[config.mk]
export PLATFORM = sky130hd
export DESIGN_NAME = sdf_stage_ctrl
export DESIGN_NICKNAME = d
export VERILOG_FILES = /design/src/rtl/sdf_stage_ctrl.sv
export SDC_FILE = /design/constraint.sdc
export NUM_CORES = 1
export LEC_CHECK = 0
export CORE_ASPECT_RATIO = 0.8
export CORE_UTILIZATION = 45
export CTS_BUF_LIST = sky130_fd_sc_hd__clkbuf_16
export DETAILED_ROUTE_END_ITERATION = 12
export PLACE_DENSITY = 0.69
export SLEW_MARGIN = 25
export SYNTH_ARGS = -nofsm -noshare
export SYNTH_HDL_FRONTEND = slang
export SYNTH_SLANG_ARGS = --single-unit
[constraint.sdc]
create_clock -name clk -period 2 [get_ports clk]
set_input_delay 0.2 -clock clk [delete_from_list [all_inputs] [get_ports clk]]
set_output_delay 0.2 -clock clk [all_outputs]
set_load 0.02 [all_outputs]
[src/rtl/sdf_stage_ctrl.sv]
// Sequencer for one radix-2 single-path delay-feedback FFT stage: steers the
// half-frame delay FIFO and emits the aligned pair strobe, twiddle address and frame marker.
//
// state | meaning
// FILL  | first half of frame: samples written into the delay FIFO
// PAIR  | second half: FIFO head read out to meet the matching live sample
// DRAIN | frame abandoned: FIFO emptied, input ignored
module sdf_stage_ctrl #(
  parameter int half_len         = 512,
  parameter int cnt_len          = 9,
  parameter int bram_tf_addr_len = 9,
  parameter int tf_shift         = 0
) (
  input  logic                        clk,
  input  logic                        rst,
  input  logic                        data_in_valid,
  input  logic                        clear,
  input  logic                        fifo_full,
  input  logic                        fifo_empty,
  output logic                        fifo_wr_en,
  output logic                        fifo_rd_en,
  output logic                        pair_valid,
  output logic [bram_tf_addr_len-1:0] tf_addr,
  output logic                        frame_done,
  output logic                        err_underflow,
  output logic                        err_overflow
);

  typedef enum logic [1:0] {
    FILL  = 2'd0,
    PAIR  = 2'd1,
    DRAIN = 2'd2
  } state_t;

  localparam logic [cnt_len-1:0] CNT_LAST = cnt_len'(half_len - 1);

  state_t                      state;
  state_t                      state_nxt;
  logic [cnt_len-1:0]          cnt;
  logic [cnt_len-1:0]          cnt_nxt;
  logic                        last_sample;
  logic                        rd_pair;
  logic                        wr_ovf;
  logic                        rd_unf;
  logic [bram_tf_addr_len-1:0] tf_addr_nxt;

  assign last_sample = (cnt == CNT_LAST);
  // Shift after truncation gives the same low bits as shift-then-truncate.
  assign tf_addr_nxt = bram_tf_addr_len'(cnt) << tf_shift;

  always_comb begin
    state_nxt  = state;
    cnt_nxt    = cnt;
    fifo_wr_en = 1'b0;
    fifo_rd_en = 1'b0;
    rd_pair    = 1'b0;
    wr_ovf     = 1'b0;
    rd_unf     = 1'b0;
    case (state)
      FILL: begin
        fifo_wr_en = data_in_valid & ~fifo_full;
        wr_ovf     = data_in_valid & fifo_full;
        if (clear) begin
          state_nxt = DRAIN;
          cnt_nxt   = '0;
        end else if (data_in_valid) begin
          if (last_sample) begin
            cnt_nxt   = '0;
            state_nxt = PAIR;
          end else begin
            cnt_nxt = cnt + 1'b1;
          end
        end
      end
      PAIR: begin
        fifo_rd_en = data_in_valid & ~fifo_empty;
        rd_pair    = data_in_valid & ~fifo_empty;
        rd_unf     = data_in_valid & fifo_empty;
        if (clear) begin
          state_nxt = DRAIN;
          cnt_nxt   = '0;
        end else if (data_in_valid) begin
          if (last_sample) begin
            cnt_nxt   = '0;
            state_nxt = FILL;
          end else begin
            cnt_nxt = cnt + 1'b1;
          end
        end
      end
      DRAIN: begin
        fifo_rd_en = ~fifo_empty;
        cnt_nxt    = '0;
        if (fifo_empty) begin
          state_nxt = FILL;
        end
      end
      default: begin
        state_nxt = FILL;
        cnt_nxt   = '0;
      end
    endcase
    // The FIFO shares this reset; no strobes may leak out while it is held.
    if (rst) begin
      fifo_wr_en = 1'b0;
      fifo_rd_en = 1'b0;
      rd_pair    = 1'b0;
      wr_ovf     = 1'b0;
      rd_unf     = 1'b0;
    end
  end

  always_ff @(posedge clk or posedge rst) begin
    if (rst) begin
      state <= FILL;
      cnt   <= '0;
    end else begin
      state <= state_nxt;
      cnt   <= cnt_nxt;
    end
  end

  // Pair strobe and twiddle address lag the read by one cycle to meet FIFO dout.
  always_ff @(posedge clk or posedge rst) begin
    if (rst) begin
      pair_valid    <= 1'b0;
      tf_addr       <= '0;
      frame_done    <= 1'b0;
      err_underflow <= 1'b0;
      err_overflow  <= 1'b0;
    end else begin
      pair_valid    <= rd_pair;
      frame_done    <= rd_pair & last_sample;
      err_underflow <= err_underflow | rd_unf;
      err_overflow  <= err_overflow | wr_ovf;
      if (rd_pair) begin
        tf_addr <= tf_addr_nxt;
      end
    end
  end

endmodule

=== Yosys cells after proc, flatten, opt, wreduce, memory -nomap -nowiden ===
Index checks and enable logic that the tools add are counted.

* Logic and storage cells: 51
* Flip-flop bits (word level): 24

* $add $sub $neg: 1
* Reductions and logical operators: 3
* Equality and inequality tests: 9
* Bitwise logic cells: 9
* Muxes and demuxes: 22

{| class="wikitable"
|+ Operators by type and width
! cell !! count
|-
| $mux W9 || 4
|-
| $mux W2 || 7
|-
| $ne A3 B3 Y1 const B || 4
|-
| $add A9 B1 Y9 const B || 1
|-
| $eq A9 B9 Y1 const B || 1
|-
| $mux W1 || 9
|-
| $pmux W2 S3 || 1
|-
| $and A1 B1 Y1 || 5
|-
| $reduce_and A5 Y1 || 1
|-
| $ne A3 B1 Y1 const B || 1
|-
| $eq A2 B1 Y1 const B || 1
|-
| $eq A2 B2 Y1 const B || 1
|-
| $logic_not A2 Y1 || 1
|-
| $ne A2 B2 Y1 const B || 1
|-
| $not A1 Y1 || 2
|-
| $or A1 B1 Y1 || 2
|-
| $pmux W1 S2 || 1
|-
| $reduce_or A2 Y1 || 1
|}

=== Depth between registers and ports, before layout ===
Gate-level depths: netlist of run 1.

* Depth in word-level cells: 5
* Gate-level depth with buffers: 7
* Depth with buffers taken out: 7

=== Least setup slack after synthesis of run 1 ===
No wires, ideal clock.

* Kind: register -> register
* Start: register cnt[0]
* End: register cnt[3]
* Buffers on the path: 0
* Data arrival time: 1,773 ps
* Library setup time: 78 ps
* Data required time: 1,922 ps
* Setup slack: 149 ps
* Stages on the path, launching flop included: 8
* Path through: dfrtp_1 > ha_1 > nand2_1 > nor3_1 > ha_1 > nand2b_4 > or4b_1 > a21oi_1

* Word-level cells in the longest chain between the ends: 5
* Elaborated cells on any way between the ends: 6
* Classes of those cells: 1 x add/sub; 1 x eq/ne; 4 x mux

{| class="wikitable"
|+ RTL lines
! what !! RTL line !! text
|-
| from (decl) || 39 || <nowiki>logic [cnt_len-1:0] cnt;</nowiki>
|-
| from (signal assigned) || 119 || <nowiki>cnt <= cnt_nxt;</nowiki>
|-
| $add A9 B1 Y9 or $eq A9 B9 Y1 (tied branches) || 71, 87, 47 ||
|-
| $mux W9 * || 67, 83 ||
|-
| $mux W9 * || 82 || <nowiki>end else if (data_in_valid) begin</nowiki>
|-
| $mux W9 * || 63 || <nowiki>if (clear) begin</nowiki>
|-
| $mux W9 * || -- ||
|}

Every way passes the cells marked *; elsewhere a longest branch is shown, timed or not. The select of a mux whose other input is x is not followed.
A chain may end at the register's enable or synchronous reset.

=== Worst setup path in the final report of run 1 ===
* Start: register state[0]
* End: output port fifo_rd_en

* Word-level cells in the longest chain between the ends: 3
* Elaborated cells on any way between the ends: 4
* Classes of those cells: 2 x eq/ne; 2 x mux

{| class="wikitable"
|+ RTL lines
! what !! RTL line !! text
|-
| from (decl) || 37 || <nowiki>state_t state;</nowiki>
|-
| from (signal assigned) || 118 || <nowiki>state <= state_nxt;</nowiki>
|-
| $eq A2 B2 Y1 or $eq A2 B1 Y1 (tied branches) || 59 || <nowiki>case (state)</nowiki>
|-
| $pmux W1 S2 * || 59 ||
|-
| $mux W1 * || 104 || <nowiki>if (rst) begin</nowiki>
|-
| to (decl) || 21 || <nowiki>output logic fifo_rd_en,</nowiki>
|}

Every way passes the cells marked *; elsewhere a longest branch is shown, timed or not.

==> metrics.cfg, run 1 <==
[run_status]
status=finished, final reports clean

[clock_network]
clk_latency_ns=0.25
cts_tree=done
clkTransAtPathRegs_ns=0.05
max-clock-path-buffers=2
post_cts_buffers=0
cts.sinks=24
ctsHoldBuffers=0
numCtsBuffers=3
root_buffer=clkbuf_16
cts.repair.resized=2
htreeDepth=1

[setup_path]
worstSetupPathType=flop to output port
arrival_ns=1.66
slowest_stage=dfrtp_1
startpoint_type=flop
worstPathRequired_ns=1.80
path_buf_inv=2
cp_max_fo=4
path_delay_family=buffers and inverters
end_kind=output port
worstPathCellList=inv_1 > ha_1 > a21oi_1 > nor4b_1 > dlygate4sd2_1
critical-path-max-stage-delay_ns=0.39

[drt]
vias=924
drc=0
wl_per_cell_um=14.10
drt_iter0_markers=18
ant_nets=0
drt_pre_antenna_iters=4
avgViaCountPerCell=5.341
wirelength_mm=2.439

[layout]
drive_gt1_share_pct=22.63
syn_to_final_growth_pct=32.73
layout.nets=150
final_cell_mix=dfrtp_1 (24), clkdlybuf4s50_1 (18), buf_4 (12), nand2_1 (11), mux2_2 (10)
fillers=206
final_common_cell=dfrtp_1
n_antenna_cell=0

[synthesis]
async_flop_share_pct=100.0
yosys_most_used_dff=dfrtp_1
synth_cells=106
synth_area_um2=1181
ys_seq_elements=24
ys_warn_count=0
yosys-top-cells-area=dfrtp_1 (51%), mux2_2 (9.5%), ha_1 (5.3%)
synth-seq-area-share_pct=50.85
synth_largest_area_cell=dfrtp_1
netlist.area_leader.share_pct=50.85
synth.distinct_cells=32
synth_edf_count=0
syn-num-nets=117
syn_avg_cell_area_um2=11.14

[die]
placementRows=16
pin_count=21
die_x_um=59.28
die-height_um=47.83
die_area_um2=2835
core_um2=2462
initial_utilization_pct=47.97

[timing]
final_hold_viol_count=0
timing.final.crit_share_pct=93.05
setup-violations-final=0
max_clock_freq_ghz=0.5373
period_minus_slack_ns=1.861
tightest_slew_ns=0.3413
setup_ws_ns=0.1390
slew_viol_final=0
relSlewSlack_pct=76.96
rsz0062_at_grt=no
finalSetupTns_ns=0
fin_skew_ns=0.001408

[power]
power_density_nw_per_um2=729.2
ir_drop_uv=607.1
p_leak_nw=0.6918

[worst_hold_path]
worst_hold_path_type=input port to async pin

[grt]
grt_max_degree=13
grt_antenna_before_repair=0
grt_pass1_vias=872
gr-usage-all-layers_pct=19.69
grt_overflow=0
grt_pass1_wl_mm=4.084

[place]
routabilityCongestion=0.8319
dp_slack_ns=0.09568
dp_hpwl_mm=1.868
io_buffers=20

[flow_run]
cap_violations=0

-- tightest hold or removal path, cell delays in order --
cell and delay (ns):
clkdlybuf4s50_1 0.48, inv_1 0.14, buf_4 0.22
-- state kept, by name, summed over array words and instances (netlist names) --
| name | flops |
|---|---|
| cnt | 9 |
| tf_addr | 9 |
| state | 2 |
| err_overflow | 1 |
| err_underflow | 1 |
| frame_done | 1 |
| pair_valid | 1 |
-- worst paths after layout --
check / start / to / slack [ns] / depth (start not counted)
worst max-delay path: state[0]$_DFFE_PP0P_ / fifo_rd_en / 0.14 / 5
worst min-delay path: rst / err_underflow$_DFF_PP0_ / 0.44 / 3
worst max register to register: cnt[0]$_DFFE_PP0P_ / cnt[3]$_DFFE_PP0P_ / 0.16 / 7
worst min register to register: err_overflow$_DFF_PP0_ / err_overflow$_DFF_PP0_ / 0.47 / 1
max in group asynchronous: rst / tf_addr[6]$_DFFE_PP0P_ / 1.40 / 3
min in group clk: err_overflow$_DFF_PP0_ / err_overflow$_DFF_PP0_ / 0.47 / 1
-- power by group --
group          internal [W]  switching, W
Clock              0.000264      0.000143
Sequential         0.000504     0.0000148
Combinational     0.0000945      0.000123
Total              0.000862      0.000281
-- through the flow --
stage / total power (W) / util, % / std cells / cell area (um^2) / hold WS [ns]
2_1_floorplan: 0.0006536 / - / 106 / 1181 / 0.2317
3_3_place_gp: 0.0007402 / 60.72 / 170 / 1495 / 0.4708
3_5_place_dp: 0.0007462 / 60.72 / 170 / 1495 / 0.4645
4_1_cts: 0.001153 / 63.67 / 173 / 1568 / 0.4395
5_1_grt: 0.001208 / 63.67 / 173 / 1568 / 0.4831
6_report: 0.001143 / 63.67 / 173 / 1568 / 0.4410
-- cells in the mapped netlist (2+ instances only) --
library cell / instances
nand2_1: 11
a21oi_1: 9
a31oi_1: 2
o311ai_0: 3
nor2_1: 3
ha_1: 5
and2_1: 2
mux2_2: 10
nand4_1: 2
o21ai_0: 4
a41o_1: 2
nor3_1: 2
dfrtp_1: 24
or2_2: 2
inv_1: 4
buf_2: 2
or4_1: 4
-- final cells by class --
type	instances	area (um^2)	share of cell area, %
Multi-Input combinational cell	74	544.3	34.72
Inverter	4	15.01	0.9577
Clock buffer	3	75.07	4.789
Tap cell	36	45.04	2.873
Timing Repair Buffer	32	287.8	18.36
Sequential cell	24	600.6	38.31
-- per-layer routing --
layer	up-vias	global-route usage [%]	wire length, um
met5	-	0	0
met4	0	1.429	0
met3	0	5.676	64
met2	10	33.03	1131
met1	458	26.78	1243
li1	456	-	-
-- cell families (layout without fill, tap and decap cells) --
logic type,count (synthesis),count (layout),synth area share (%)
mux,11,11,10.38
buf+inv,8,39,3.072
compound gates,22,22,11.86
fa+ha+maj,5,5,5.297
simple gates,36,36,18.54
flops,24,24,50.85
(Power assumes the default switching activity.)
==> inputs of run 2 (changes only) <==
--- a/config.mk
+++ b/config.mk
@@ -10,6 +10,7 @@
 export CTS_BUF_LIST = sky130_fd_sc_hd__clkbuf_16
 export DETAILED_ROUTE_END_ITERATION = 12
 export PLACE_DENSITY = 0.69
+export RECOVER_POWER = 25
 export SLEW_MARGIN = 25
 export SYNTH_ARGS = -nofsm -noshare
 export SYNTH_HDL_FRONTEND = slang
==> constraint.sdc (replaced) <==
create_clock -name clk -period 2.05 [get_ports clk]
set_input_delay 0.205 -clock clk [delete_from_list [all_inputs] [get_ports clk]]
set_output_delay 0.205 -clock clk [all_outputs]
set_load 0.02 [all_outputs]
==> metrics.cfg, run 2 (synthesized netlist as in run 1, its figures left out) <==
[power]
power_density_nw_per_um2=708.6  ; was 729.2 nW/um^2
p_leak_nw=0.6922  ; was 0.6918 nW
ir_drop_uv=509.7  ; was 607.1 uV
total_power_w=0.001106  ; was 0.001143 W

[die]
pin_count=21  ; unchanged
core_um2=2462  ; unchanged
placementRows=16  ; unchanged
die_x_um=59.28  ; unchanged
die-height_um=47.83  ; unchanged
die_area_um2=2835  ; unchanged
initial_utilization_pct=47.97  ; unchanged

[worst_hold_path]
worst_hold_path_type=flop to flop  ; was input port to async pin
min_path_cells=1

[run_status]
status=finished, final reports clean  ; unchanged

[place]
dp_slack_ns=0.08320  ; was 0.09568 ns
routabilityCongestion=0.8216  ; was 0.8319
dp_hpwl_mm=1.720  ; was 1.868 mm
placed_cells=168  ; was 170
io_buffers=20  ; unchanged

[setup_path]
worstSetupPathType=flop to flop  ; was flop to output port
worstPathRequired_ns=2.22  ; was 1.80 ns
cp_max_fo=6  ; was 4
arrival_ns=2.08  ; was 1.66 ns
reg2reg_depth=7  ; unchanged
end_kind=flop  ; was output port
startpoint_type=flop  ; unchanged

[layout]
layout.cells.non_filler=171  ; was 173
fin_util_pct=63.41  ; was 63.67%
final_common_cell=dfrtp_1  ; unchanged
drive_gt1_share_pct=20.00  ; was 22.63%
final_cell_mix=dfrtp_1 (24), clkdlybuf4s50_1 (17), nand2_1 (11), mux2_2 (10), a21oi_1 (9)  ; was dfrtp_1 (24), clkdlybuf4s50_1 (18), buf_4 (12), nand2_1 (11), mux2_2 (10)
top_regs=cnt (9), tf_addr (9), state (2)  ; unchanged
layout.nets=148  ; was 150
n_antenna_cell=0  ; unchanged
syn_to_final_growth_pct=32.20  ; was 32.73%

[timing]
max_clock_freq_ghz=0.5242
finalSetupTns_ns=0  ; unchanged
setup_ws_ns=0.1422  ; was 0.1390 ns
relSlewSlack_pct=46.67  ; was 76.96%
period_minus_slack_ns=1.908
rsz0062_at_grt=no  ; unchanged
timing.final.crit_share_pct=93.06
tightest_slew_ns=0.8000  ; was 0.3413 ns
slew_viol_final=0  ; unchanged
fin_skew_ns=0.001852  ; was 0.001408 ns
final_hold_viol_count=0  ; unchanged
setup-violations-final=0  ; unchanged

[clock_network]
numCtsBuffers=3  ; unchanged
clkTransAtPathRegs_ns=0.05  ; about the same
htreeDepth=1  ; unchanged
ctsHoldBuffers=0  ; unchanged
root_buffer=clkbuf_16  ; unchanged
cts_tree=done  ; unchanged
max-clock-path-buffers=2  ; unchanged
cts.sinks=24  ; unchanged
clk_latency_ns=0.25  ; about the same

[grt]
grt_antenna_before_repair=0  ; unchanged
grt_pass1_vias=796  ; was 872
gr-usage-all-layers_pct=18.13  ; was 19.69%
grt_pass1_wl_mm=3.705  ; was 4.084 mm
grt_overflow=0  ; unchanged
grt_max_degree=16  ; was 13

[drt]
wl_per_cell_um=13.61  ; was 14.10 um
wirelength_mm=2.327  ; was 2.439 mm
ant_nets=0  ; unchanged
drt_pre_antenna_iters=4  ; unchanged
vias=897  ; was 924
drc=0  ; unchanged
drt_iter0_markers=18  ; unchanged
avgViaCountPerCell=5.246  ; was 5.341

[flow_run]
cap_violations=0  ; unchanged

## run 2: cell types whose count changed in the layout (fill, tap and decap cells not counted)
cell and change:
clkbuf_1 +2, dlygate4sd3_1 +1, dlygate4sd2_1 -1, dlymetal6s2s_1 +1, buf_12 +1, clkdlybuf4s50_1 -1, buf_4 -5
## run 2: final timing paths
path / to / from / slack, ns
worst max register to register: cnt[2]$_DFFE_PP0P_ / cnt[1]$_DFFE_PP0P_ / 0.14
worst max-delay path: cnt[2]$_DFFE_PP0P_ / cnt[1]$_DFFE_PP0P_ / 0.14
worst min-delay path: err_overflow$_DFF_PP0_ / err_overflow$_DFF_PP0_ / 0.47
min in group asynchronous: state[0]$_DFFE_PP0P_ / rst / 0.65
worst min register to register: err_overflow$_DFF_PP0_ / err_overflow$_DFF_PP0_ / 0.47
max in group asynchronous: cnt[3]$_DFFE_PP0P_ / rst / 0.77
## run 2: report_power, final
part	internal, W	total [W]	switching [W]
sequential	0.000492	0.000507	0.0000147
combinational	0.0000894	0.000206	0.000117
clock	0.000257	0.000394	0.000137
total	0.000838	0.00111	0.000268
## run 2: cell type report
class                           instances  area [um^2]
Multi-Input combinational cell         74        544.3
Fill cell                             218        900.9
Tap cell                               36        45.04
Sequential cell                        24        600.6
Clock buffer                            3        75.07
Inverter                                4        15.01
Timing Repair Buffer                   30        281.5
## run 2: per-layer routing
| metal | up-vias | global-route usage, % | routed length (um) |
|---|---|---|---|
| met5 | - | 0 | 0 |
| met4 | 0 | 2.857 | 11 |
| met3 | 2 | 4.865 | 86 |
| met2 | 19 | 29.66 | 1002 |
| met1 | 422 | 24.92 | 1228 |
| li1 | 454 | - | - |
## run 2: what timing repair did
action,in CTS,in global routing
resized for setup,1,1
endpoints found under the setup margin,1,1
setup buffers,0,0
hold endpoints to repair,0,0
## run 2: worst max-delay path, stage by stage (launching register included)
cell,delay [ns]
dfrtp_1,0.44
ha_1,0.23
nand2_1,0.08
nor3_1,0.06
ha_1,0.23
nand2b_4,0.18
or3b_2,0.46
a21oi_1,0.17
## run 2: per-stage QoR
step                hold slack [ns]  area, um^2
finish                       0.4691        1562
global placement             0.4625        1493
floorplan                    0.2367        1181
global route                 0.4938        1562
CTS                          0.4235        1567
detailed placement           0.4592        1493
==> inputs of run 3 (changes only) <==
--- a/config.mk
+++ b/config.mk
@@ -6,10 +6,11 @@
 export NUM_CORES = 1
 export LEC_CHECK = 0
 export CORE_ASPECT_RATIO = 0.8
-export CORE_UTILIZATION = 45
+export CORE_UTILIZATION = 35
 export CTS_BUF_LIST = sky130_fd_sc_hd__clkbuf_16
+export CTS_CLUSTER_DIAMETER = 150
 export DETAILED_ROUTE_END_ITERATION = 12
-export PLACE_DENSITY = 0.69
+export PLACE_DENSITY = 0.56
 export RECOVER_POWER = 25
 export SLEW_MARGIN = 25
 export SYNTH_ARGS = -nofsm -noshare
==> metrics.cfg, run 3 (synthesized netlist as in run 1, its figures left out) <==
[setup_path]
startpoint_type=flop  ; unchanged
end_kind=output port  ; was flop
cp_max_fo=3  ; was 6
worstPathRequired_ns=1.85  ; was 2.22 ns
path_delay_family=buffers and inverters  ; was simple AND/OR/NAND/NOR gates
arrival_ns=1.65  ; was 2.08 ns
critical-path-max-stage-delay_ns=0.42  ; was 0.46 ns
path_buf_inv=2  ; was 0
worstPathCellList=inv_1 > ha_1 > a21oi_1 > nor4b_1 > dlygate4sd2_1  ; was ha_1 > nand2_1 > nor3_1 > ha_1 > nand2b_4 > or3b_2 > a21oi_1
worstSetupPathType=flop to output port  ; was flop to flop
slowest_stage=dfrtp_1  ; was or3b_2

[timing]
final_hold_viol_count=0  ; unchanged
relSlewSlack_pct=43.00  ; was 46.67%
rsz0062_at_grt=no  ; unchanged
slew_viol_final=0  ; unchanged
period_minus_slack_ns=1.852  ; was 1.908 ns
fin_skew_ns=0.003154  ; was 0.001852 ns
tightest_slew_ns=0.8550  ; was 0.8000 ns
max_clock_freq_ghz=0.5398  ; was 0.5242 GHz
finalSetupTns_ns=0  ; unchanged
timing.final.crit_share_pct=90.36  ; was 93.06%
setup-violations-final=0  ; unchanged

[layout]
n_antenna_cell=0  ; unchanged
top_regs=cnt (9), tf_addr (9), state (2)  ; unchanged
drive_gt1_share_pct=21.17  ; was 20.00%
final_common_cell=dfrtp_1  ; unchanged
layout.nets=150  ; was 148
final_cell_mix=dfrtp_1 (24), clkdlybuf4s50_1 (17), nand2_1 (11), mux2_2 (10), buf_4 (10)  ; was dfrtp_1 (24), clkdlybuf4s50_1 (17), nand2_1 (11), mux2_2 (10), a21oi_1 (9)
fin_area_um2=1569  ; was 1562 um^2
syn_to_final_growth_pct=32.84  ; was 32.20%
fin_util_pct=49.76  ; was 63.41%

[grt]
grt_pass1_vias=878  ; was 796
grt_max_degree=16  ; unchanged
grt_overflow=0  ; unchanged
gr-usage-all-layers_pct=16.39  ; was 18.13%
grt_pass1_wl_mm=4.174  ; was 3.705 mm
grt_antenna_before_repair=0  ; unchanged

[drt]
wl_per_cell_um=13.59  ; was 13.61 um
ant_nets=0  ; unchanged
wirelength_mm=2.405  ; was 2.327 mm
drt_pre_antenna_iters=4  ; unchanged
drc=0  ; unchanged
drt_iter0_markers=25  ; was 18
vias=912  ; was 897
avgViaCountPerCell=5.153  ; was 5.246

[place]
dp_hpwl_mm=1.835  ; was 1.720 mm
placed_area_um2=1500  ; was 1493 um^2
io_buffers=20  ; unchanged
routabilityCongestion=0.8336  ; was 0.8216

[power]
p_leak_nw=0.6979  ; was 0.6922 nW
total_power_w=0.001120  ; was 0.001106 W
power_density_nw_per_um2=713.5  ; was 708.6 nW/um^2
ir_drop_uv=491.0  ; was 509.7 uV

[clock_network]
htreeDepth=1  ; unchanged
max-clock-path-buffers=2  ; unchanged
post_cts_buffers=0  ; unchanged
numCtsBuffers=3  ; unchanged
cts.sinks=24  ; unchanged
cts.repair.resized=1  ; unchanged
clkTransAtPathRegs_ns=0.06  ; was 0.05 ns
clk_latency_ns=0.25  ; about the same
root_buffer=clkbuf_16  ; unchanged
cts_tree=done  ; unchanged
ctsHoldBuffers=0  ; unchanged

[run_status]
status=finished, final reports clean  ; unchanged

[flow_run]
cap_violations=0  ; unchanged

[die]
placementRows=18  ; was 16
initial_utilization_pct=37.46  ; was 47.97%
die-height_um=53.96  ; was 47.83 um
core_um2=3153  ; was 2462 um^2
die_x_um=66.95  ; was 59.28 um
pin_count=21  ; unchanged
die_area_um2=3613  ; was 2835 um^2

[worst_hold_path]
worst_hold_path_type=flop to flop  ; unchanged

==> run 3: cell count changes in the layout (fill, tap and decap cells not counted), sizes merged <==
cell  delta
buf      +2
==> run 3: per-stage QoR <==
step	hold slack [ns]	setup WS, ns	cells
finish	0.4809	0.1976	177
global route	0.4965	0.08583	177
CTS	0.4359	0.08963	177
detailed placement	0.4733	0.1246	174
global placement	0.4718	0.2037	174
floorplan	0.2367	0.1994	106
==> run 3: final timing paths <==
| path | cells past startpoint | start | slack (ns) | end |
|---|---|---|---|---|
| max in group asynchronous | 3 | rst | 0.70 | tf_addr[4]$_DFFE_PP0P_ |
| min in group asynchronous | 3 | rst | 0.64 | tf_addr[7]$_DFFE_PP0P_ |
| hold reg to reg | 1 | err_overflow$_DFF_PP0_ | 0.48 | err_overflow$_DFF_PP0_ |
| setup reg to reg | 7 | cnt[0]$_DFFE_PP0P_ | 0.23 | cnt[3]$_DFFE_PP0P_ |
| setup / recovery | 5 | state[1]$_DFFE_PP0P_ | 0.20 | fifo_rd_en |
| hold / removal | 1 | err_overflow$_DFF_PP0_ | 0.48 | err_overflow$_DFF_PP0_ |
==> run 3: area by class of cell <==
class	count	area (um^2)
repair buffers	32	284.0
multi-input cells	74	544.3
flip-flops and latches	24	600.6
clock buffers	3	75.07
fillers	305	1584
well taps	40	50.05
inverters	4	15.01
==> run 3: layer usage <==
| layer | routed length [um] | vias up | track usage, % |
|---|---|---|---|
| li1 | - | 459 | - |
| met1 | 1255 | 431 | 22.58 |
| met2 | 1008 | 17 | 23.40 |
| met3 | 88 | 5 | 4.449 |
| met4 | 53 | 0 | 8.511 |
| met5 | 0 | - | 0 |
==> run 3: report_power, final <==
group	internal (W)	leakage, nW	switching [W]
clock network	0.000257	0.0370	0.000145
registers	0.000492	0.328	0.0000168
logic	0.0000899	0.333	0.000119
total	0.000839	0.698	0.000280
